File: src/rtl/pipe_pkg.sv
// Shared definitions for the pipeline MEM stage: widths, FSM state and the MEM/WB control bundle.
package pipe_pkg;

    localparam int ADDR_W = 32;
    localparam int DATA_W = 32;
    localparam int RD_W   = 5;

    typedef enum logic {
        IDLE = 1'b0,
        WAIT = 1'b1
    } mem_state_t;

    typedef struct packed {
        logic mem_to_reg;
        logic reg_write;
        logic valid;
    } wb_ctrl_t;

    localparam wb_ctrl_t WB_CTRL_BUBBLE = '{mem_to_reg: 1'b0, reg_write: 1'b0, valid: 1'b0};

endpackage

File: src/rtl/memwb_reg.sv
// MEM/WB pipeline register; every cycle it loads either the presented instruction or a bubble.
module memwb_reg
    import pipe_pkg::*;
#(
    parameter int DATA_W = pipe_pkg::DATA_W,
    parameter int RD_W   = pipe_pkg::RD_W
) (
    input  logic              clk,
    input  logic              rst_n,
    input  logic              load_instr,
    input  wb_ctrl_t          ctrl,
    input  logic [DATA_W-1:0] aluresult,
    input  logic [DATA_W-1:0] memdata,
    input  logic [RD_W-1:0]   rd,
    output logic [DATA_W-1:0] wb_aluresult,
    output logic [DATA_W-1:0] wb_memdata,
    output logic [RD_W-1:0]   wb_rd,
    output logic              wb_MemtoReg,
    output logic              wb_RegWrite,
    output logic              wb_valid
);

    always_ff @(posedge clk or negedge rst_n) begin
        if (!rst_n) begin
            wb_aluresult <= '0;
            wb_memdata   <= '0;
            wb_rd        <= '0;
            wb_MemtoReg  <= 1'b0;
            wb_RegWrite  <= 1'b0;
            wb_valid     <= 1'b0;
        end else if (load_instr) begin
            wb_aluresult <= aluresult;
            wb_memdata   <= memdata;
            wb_rd        <= rd;
            wb_MemtoReg  <= ctrl.mem_to_reg;
            wb_RegWrite  <= ctrl.reg_write;
            wb_valid     <= ctrl.valid;
        end else begin
            // Bubble: data fields are cleared so downstream never sees stale values
            wb_aluresult <= '0;
            wb_memdata   <= '0;
            wb_rd        <= '0;
            wb_MemtoReg  <= WB_CTRL_BUBBLE.mem_to_reg;
            wb_RegWrite  <= WB_CTRL_BUBBLE.reg_write;
            wb_valid     <= WB_CTRL_BUBBLE.valid;
        end
    end

endmodule

File: src/rtl/mem_stage.sv
// Memory-access stage: request FSM with holding registers and stall generation, feeding memwb_reg.
// Optional alignment check is enabled by defining MEM_ALIGN_CHECK_EN.
module mem_stage
    import pipe_pkg::*;
#(
    parameter int ADDR_W = pipe_pkg::ADDR_W,
    parameter int DATA_W = pipe_pkg::DATA_W,
    parameter int RD_W   = pipe_pkg::RD_W
) (
    input  logic              clk,
    input  logic              rst_n,
    input  logic [DATA_W-1:0] aluresult,
    input  logic [RD_W-1:0]   rd,
    input  logic              MemRead,
    input  logic              MemWrite,
    input  logic              MemtoReg,
    input  logic              RegWrite,
    input  logic [DATA_W-1:0] mem_forwarded_rtdata,
    output logic              dmem_req,
    output logic              dmem_we,
    output logic [ADDR_W-1:0] dmem_addr,
    output logic [DATA_W-1:0] dmem_wdata,
    input  logic              dmem_ready,
    input  logic [DATA_W-1:0] dmem_rdata,
    output logic              mem_stall,
    output logic [DATA_W-1:0] wb_aluresult,
    output logic [DATA_W-1:0] wb_memdata,
    output logic [RD_W-1:0]   wb_rd,
    output logic              wb_MemtoReg,
    output logic              wb_RegWrite,
    output logic              wb_valid,
    output logic              misalign
);

    mem_state_t        state, next_state;
    logic              access, misaligned;
    logic              req_c, stall_c, load_instr, capture;
    logic              we_c;
    logic [DATA_W-1:0] addr_c, wdata_c, memdata_c;
    logic [RD_W-1:0]   rd_c;
    wb_ctrl_t          ctrl_c;

    logic              hold_we, hold_m2r, hold_rw;
    logic [DATA_W-1:0] hold_addr, hold_wdata;
    logic [RD_W-1:0]   hold_rd;

    assign access = MemRead | MemWrite;

`ifdef MEM_ALIGN_CHECK_EN
    assign misaligned = access && (aluresult[1:0] != 2'b00);

    always_ff @(posedge clk or negedge rst_n) begin
        if (!rst_n) misalign <= 1'b0;
        else        misalign <= (state == IDLE) && misaligned;
    end
`else
    assign misaligned = 1'b0;
    assign misalign   = 1'b0;
`endif

    always_ff @(posedge clk or negedge rst_n) begin
        if (!rst_n) state <= IDLE;
        else        state <= next_state;
    end

    always_comb begin
        next_state = state;
        req_c      = 1'b0;
        stall_c    = 1'b0;
        load_instr = 1'b1;
        capture    = 1'b0;
        we_c       = MemWrite;
        addr_c     = aluresult;
        wdata_c    = mem_forwarded_rtdata;
        rd_c       = rd;
        ctrl_c     = '{mem_to_reg: MemtoReg, reg_write: RegWrite, valid: 1'b1};
        memdata_c  = '0;
        case (state)
            IDLE: begin
                if (access && misaligned) begin
                    load_instr = 1'b0;
                end else if (access) begin
                    req_c = 1'b1;
                    if (dmem_ready) begin
                        if (!MemWrite) memdata_c = dmem_rdata;
                    end else begin
                        stall_c    = 1'b1;
                        load_instr = 1'b0;
                        capture    = 1'b1;
                        next_state = WAIT;
                    end
                end
            end
            WAIT: begin
                // Request is replayed from the holding registers so it stays stable
                req_c   = 1'b1;
                we_c    = hold_we;
                addr_c  = hold_addr;
                wdata_c = hold_wdata;
                rd_c    = hold_rd;
                ctrl_c  = '{mem_to_reg: hold_m2r, reg_write: hold_rw, valid: 1'b1};
                if (dmem_ready) begin
                    if (!hold_we) memdata_c = dmem_rdata;
                    next_state = IDLE;
                end else begin
                    stall_c    = 1'b1;
                    load_instr = 1'b0;
                end
            end
            default: next_state = IDLE;
        endcase
    end

    always_ff @(posedge clk or negedge rst_n) begin
        if (!rst_n) begin
            hold_we    <= 1'b0;
            hold_m2r   <= 1'b0;
            hold_rw    <= 1'b0;
            hold_addr  <= '0;
            hold_wdata <= '0;
            hold_rd    <= '0;
        end else if (capture) begin
            hold_we    <= MemWrite;
            hold_m2r   <= MemtoReg;
            hold_rw    <= RegWrite;
            hold_addr  <= aluresult;
            hold_wdata <= mem_forwarded_rtdata;
            hold_rd    <= rd;
        end
    end

    // Reset forces the handshake and stall low even though the inputs may still request an access
    assign dmem_req   = req_c & rst_n;
    assign mem_stall  = stall_c & rst_n;
    assign dmem_we    = we_c;
    assign dmem_addr  = ADDR_W'(addr_c);
    assign dmem_wdata = wdata_c;

    memwb_reg #(
        .DATA_W (DATA_W),
        .RD_W   (RD_W)
    ) u_memwb (
        .clk          (clk),
        .rst_n        (rst_n),
        .load_instr   (load_instr),
        .ctrl         (ctrl_c),
        .aluresult    (addr_c),
        .memdata      (memdata_c),
        .rd           (rd_c),
        .wb_aluresult (wb_aluresult),
        .wb_memdata   (wb_memdata),
        .wb_rd        (wb_rd),
        .wb_MemtoReg  (wb_MemtoReg),
        .wb_RegWrite  (wb_RegWrite),
        .wb_valid     (wb_valid)
    );

endmodule

File: config.mk
export PLATFORM = sky130hd
export DESIGN_NAME = mem_stage
export DESIGN_NICKNAME = d
export VERILOG_FILES = /design/src/rtl/pipe_pkg.sv /design/src/rtl/memwb_reg.sv /design/src/rtl/mem_stage.sv
export SDC_FILE = /design/constraint.sdc
export NUM_CORES = 1
export LEC_CHECK = 0
export BUFFER_PORTS_ARGS = -buffer_cell sky130_fd_sc_hd__buf_2
export CORE_ASPECT_RATIO = 0.8
export CORE_MARGIN = 8
export CORE_UTILIZATION = 35
export CTS_CLUSTER_DIAMETER = 30
export CTS_CLUSTER_SIZE = 10
export DETAILED_ROUTE_END_ITERATION = 6
export GPL_ROUTABILITY_DRIVEN = 0
export HOLD_SLACK_MARGIN = 0.1
export PLACE_DENSITY = 0.66
export SLEW_MARGIN = 20
export SYNTH_ARGS = -nofsm -noshare
export SYNTH_HDL_FRONTEND = slang
export SYNTH_SLANG_ARGS = --single-unit
File: constraint.sdc
create_clock -name clk -period 2.53 [get_ports clk]
set_clock_uncertainty 0.05 [all_clocks]
set_input_delay 0.506 -clock clk [delete_from_list [all_inputs] [get_ports clk]]
set_output_delay 0.506 -clock clk [all_outputs]
set_load 0.005 [all_outputs]
After elaboration in Yosys (flattened, before gate mapping)
Index checks and enable logic that the tools add are counted.
{"block": "totals", "reg_bits": 145, "out_inout_bits": 140, "word_cells": 43}
{"block": "op_classes", "mux": 26, "bitwise": 4}
{"op": "32-bit two-way mux", "n": 9}
{"op": "32-bit case mux with 2 select lines", "n": 1}
{"op": "1-bit two-way mux", "n": 10}
{"op": "5-bit two-way mux", "n": 2}
{"op": "1-bit case mux with 2 select lines", "n": 3}
{"op": "3-bit two-way mux", "n": 1}
{"op": "1-bit AND", "n": 2}
{"op": "1-bit NOT", "n": 1}
{"op": "1-bit bitwise OR", "n": 1}

Depth between registers and ports, before layout
{"block": "depth", "depth_word": 5, "depth_mapped": 6, "mapped_depth_nobuf": 3}

Cells and area by module
From an unflattened synthesis, not the netlist that was laid out.
{"block": "unflattened", "hier_cells": 435, "hier_area_um2": 6582.6}
{"module": "mem_stage", "n_inst": 1, "cells_each": 284, "area_each_um2": 4205.3, "seq_area_each_um2": 1826.8}
{"module": "memwb_reg", "n_inst": 1, "cells_each": 151, "area_each_um2": 2377.3, "seq_area_each_um2": 1801.7}

Least setup slack after synthesis
Ideal clock, no wire load.
{"block": "synth_timing", "path_type": "register -> output", "start": "reg state", "end": "out dmem_wdata[10]", "t_arrival_ns": 1.218, "slack_ns": 0.756, "stages_incl_launch_ff": 5, "n_path_buf": 3, "cell_sequence": "dfrtp_1 > buf_4 > buf_6 > buf_4 > mux2_1"}
{"block": "synth_between", "elab_chain_len": 1}
{"element": "start, declared", "line": "mem_stage.sv:35", "rtl": "mem_state_t state, next_state;"}
{"element": "start signal, assigned", "line": "mem_stage.sv:63", "rtl": "else state <= next_state;"}
{"element": "32-bit two-way mux", "line": "mem_stage.sv:78", "rtl": "case (state)"}
{"element": "end, declared", "line": "mem_stage.sv:22", "rtl": "output logic [DATA_W-1:0] dmem_wdata,"}
No other way between the ends.

Worst setup path after layout
{"block": "layout_timing", "start": "reg state", "end": "out dmem_addr[0]"}
{"block": "layout_between", "elab_chain_len": 1}
{"element": "32-bit two-way mux", "line": "mem_stage.sv:78"}
{"element": "end, declared", "line": "mem_stage.sv:21", "rtl": "output logic [ADDR_W-1:0] dmem_addr,"}
No other way between the ends.

==> flow_metrics.env <==
export IMPL_tns_ps=0
export IMPL_cts_max_path_buffers=2
export IMPL_die_h_um=138.3
export IMPL_first_pass_iters=4
export IMPL_leakagePower_nw=4.532
export IMPL_hold_violations=0
export IMPL_yosysTopAreaCell="dfrtp_1"
export IMPL_vias_per_cell=4.672
export IMPL_hpwl_mm=12.30
export IMPL_die_area_um2=23350
export IMPL_drcViolationCount=0
export IMPL_min_period_ps=2327
export IMPL_rows=44
export IMPL_cellPowerDensity_nw_per_um2=774.2
export IMPL_grtUsageTotal=0.1491
export IMPL_synth_fp_nets=511
export IMPL_path_cells="buf_12, mux2_1, buf_2"
export IMPL_start_util=0.3590
export IMPL_vias=4280
export IMPL_holdCritPathClass="primary input to asynchronous set/reset pin"
export IMPL_max_slew_margin=0.4082
export IMPL_numCtsBuffers=17
export IMPL_grt_pass1_vias=4969
export IMPL_worst_ep_required_time_ps=1970
export IMPL_timing_critical_path_to_type="output pin"
export IMPL_gr_total_overflow=0
export IMPL_yosys_register_bits=145
export IMPL_route_detailed_wl_per_inst_um=18.82
export IMPL_worst_pin_slew_ps=887.7
export IMPL_report_final_slew_viol_count=0
export IMPL_wl_mm=17.24
export IMPL_ant_nets=0
export IMPL_synthCells=403
export IMPL_core_area_um2=18220
export IMPL_max_freq_mhz=429.8
export IMPL_clk_latency_ps=420
export IMPL_grt_pass1_wl_mm=27.61
export IMPL_fin_crit_sh=0.9197
export IMPL_cts_tree="done"
export IMPL_clk_pin_slew_ps=60
export IMPL_crit_arrival_ps=1770
export IMPL_cpPeakStageDelay_ps=610
export IMPL_drive_gt1_frac=0.5921
export IMPL_path_class="flop to output pin"
export IMPL_critical_path_slowest_cell="dfrtp_4"
export IMPL_cp_max_fo=25
export IMPL_synth_cell_types=21
export IMPL_synth_yosys_warnings=0
export IMPL_die_x_um=168.8
export IMPL_final_common_cell="buf_2"
export IMPL_fill_cells=1611
export IMPL_synthArstFlopShare=1.000
export IMPL_cts_root_buf="clkbuf_16"
export IMPL_synth_top_area_frac=0.5547
export IMPL_vdd_ir_drop_max_mv=0.3092
export IMPL_maxCapViolCount=0
export IMPL_cts_setup_buffers=0
export IMPL_setup_violations=0
export IMPL_first_iter_violations=154
export IMPL_netlist_area_um2=6541
export IMPL_syn_area_per_cell_um2=16.23
export IMPL_cts_htree_levels=4
export IMPL_cts_sinks=145
export IMPL_final_nets=758
export IMPL_cts_resized_gates=0
export IMPL_post_place_cells=883
export IMPL_area_growth_pct=31.08
export IMPL_synth_area_leaders="dfrtp_1 (55%), mux2_4 (22%), mux2_1 (7.9%)"
export IMPL_synth_flop_cell="dfrtp_1"
export IMPL_antenna_found_initial=0
export IMPL_startpoint_type="flop"
export IMPL_io_pins=248
export IMPL_finalNonFillerCells=916
export IMPL_final_cell_mix="buf_2 (245), dfrtp_1 (144), mux2_4 (97), mux2_1 (46), a22o_1 (40)"
export IMPL_synth_edf_count=0
export IMPL_io_buffers=246
export IMPL_rsz0062_at_grt="false"
export IMPL_grt_max_degree=77
export IMPL_hold_buffers=0
export IMPL_outcome="completed"
export IMPL_seq_area_frac_synth=0.5547
-- per-layer routing --
| layer | routed length (µm) | part of all wire | track usage |
|---|---|---|---|
| met1 | 7510 | 0.44 | 0.1826 |
| met2 | 8054 | 0.47 | 0.2407 |
| met3 | 1542 | 0.089 | 0.06287 |
| met4 | 132 | 0.0077 | 0.03236 |
| met5 | 0 | 0 | 0 |
-- cell usage after synthesis, types with 5 or more instances --
cell type	instances
buf_4	5
a22o_1	40
buf_12	8
buf_2	5
buf_6	5
dfrtp_1	145
mux2_4	97
clkbuf_1	9
mux2_1	46
and3_1	32
-- final timing paths --
path                                start                      to  slack [ps]  depth (start not counted)
max                                 state            dmem_addr[0]         200                          3
max reg2reg                         state              hold_rd[4]         520                          5
min reg2reg                    hold_rd[4]              hold_rd[4]         430                          1
min in group clk           dmem_rdata[27]  u_memwb.wb_memdata[27]         280                          2
min                                 rst_n  u_memwb.wb_memdata[31]          80                          2
max in group asynchronous           rst_n                   state        1470                          2
-- final cells by class --
cell class,count,area [µm²],area share
multi-input combinational,225,2606,0.3040
clock buffer,19,442.9,0.05166
sequential,145,3632,0.4236
inverter,1,3.754,0.0004378
clock inverter,12,157.7,0.01839
timing repair buffer,260,1413,0.1647
tap,253,316.6,0.03692
antenna,1,2.502,0.0002918
-- through the flow --
stage	setup slack [ps]	area (µm²)	hold WS, ps	power (mW)	utilization
2_1_floorplan	756.4	6541	160.4	3.572	-
3_3_place_gp	523.7	7956	413.3	4.068	0.4366
3_5_place_dp	499.9	7956	425.6	4.107	0.4366
4_1_cts	49.44	8557	108.3	6.723	0.4696
5_1_grt	130.1	8572	115.2	6.979	0.4704
6_report	203.2	8574	80.93	6.639	0.4705
-- sequential cells by signal (all words and copies together) (netlist names) --
| register | cells |
|---|---|
| u_memwb.wb_MemtoReg | 1 |
| state | 1 |
| u_memwb.wb_RegWrite | 1 |
| hold_rd | 5 |
| hold_m2r | 1 |
| u_memwb.wb_valid | 1 |
| hold_wdata | 32 |
| u_memwb.wb_memdata | 32 |
| hold_we | 1 |
| hold_rw | 1 |
| u_memwb.wb_aluresult | 32 |
| u_memwb.wb_rd | 5 |
| hold_addr | 32 |
-- cells by family (layout without fill, tap and decap cells) --
group | count (synthesis) | count (layout) | synth area share
flops | 145 | 145 | 0.5547
other cells | 1 | 2 | 0.0005733
buf+inv | 33 | 292 | 0.04839
simple gates | 39 | 39 | 0.03711
mux | 144 | 144 | 0.3034
compound gates | 41 | 41 | 0.05585
-- critical path, delay by kind of cell, from the launching register on --
family   cells  cell delay (ps)
buf+inv      2              370
mux          1              360
flops        1              610
-- report_power, final --
group          internal, mW  leakage [nW]  switching (mW)
clock network          1.58         0.286           0.997
logic                 0.763          2.45           0.512
registers              2.63          1.80           0.158
total                  4.97          4.53            1.67
Power figures use the tool's default switching activity.
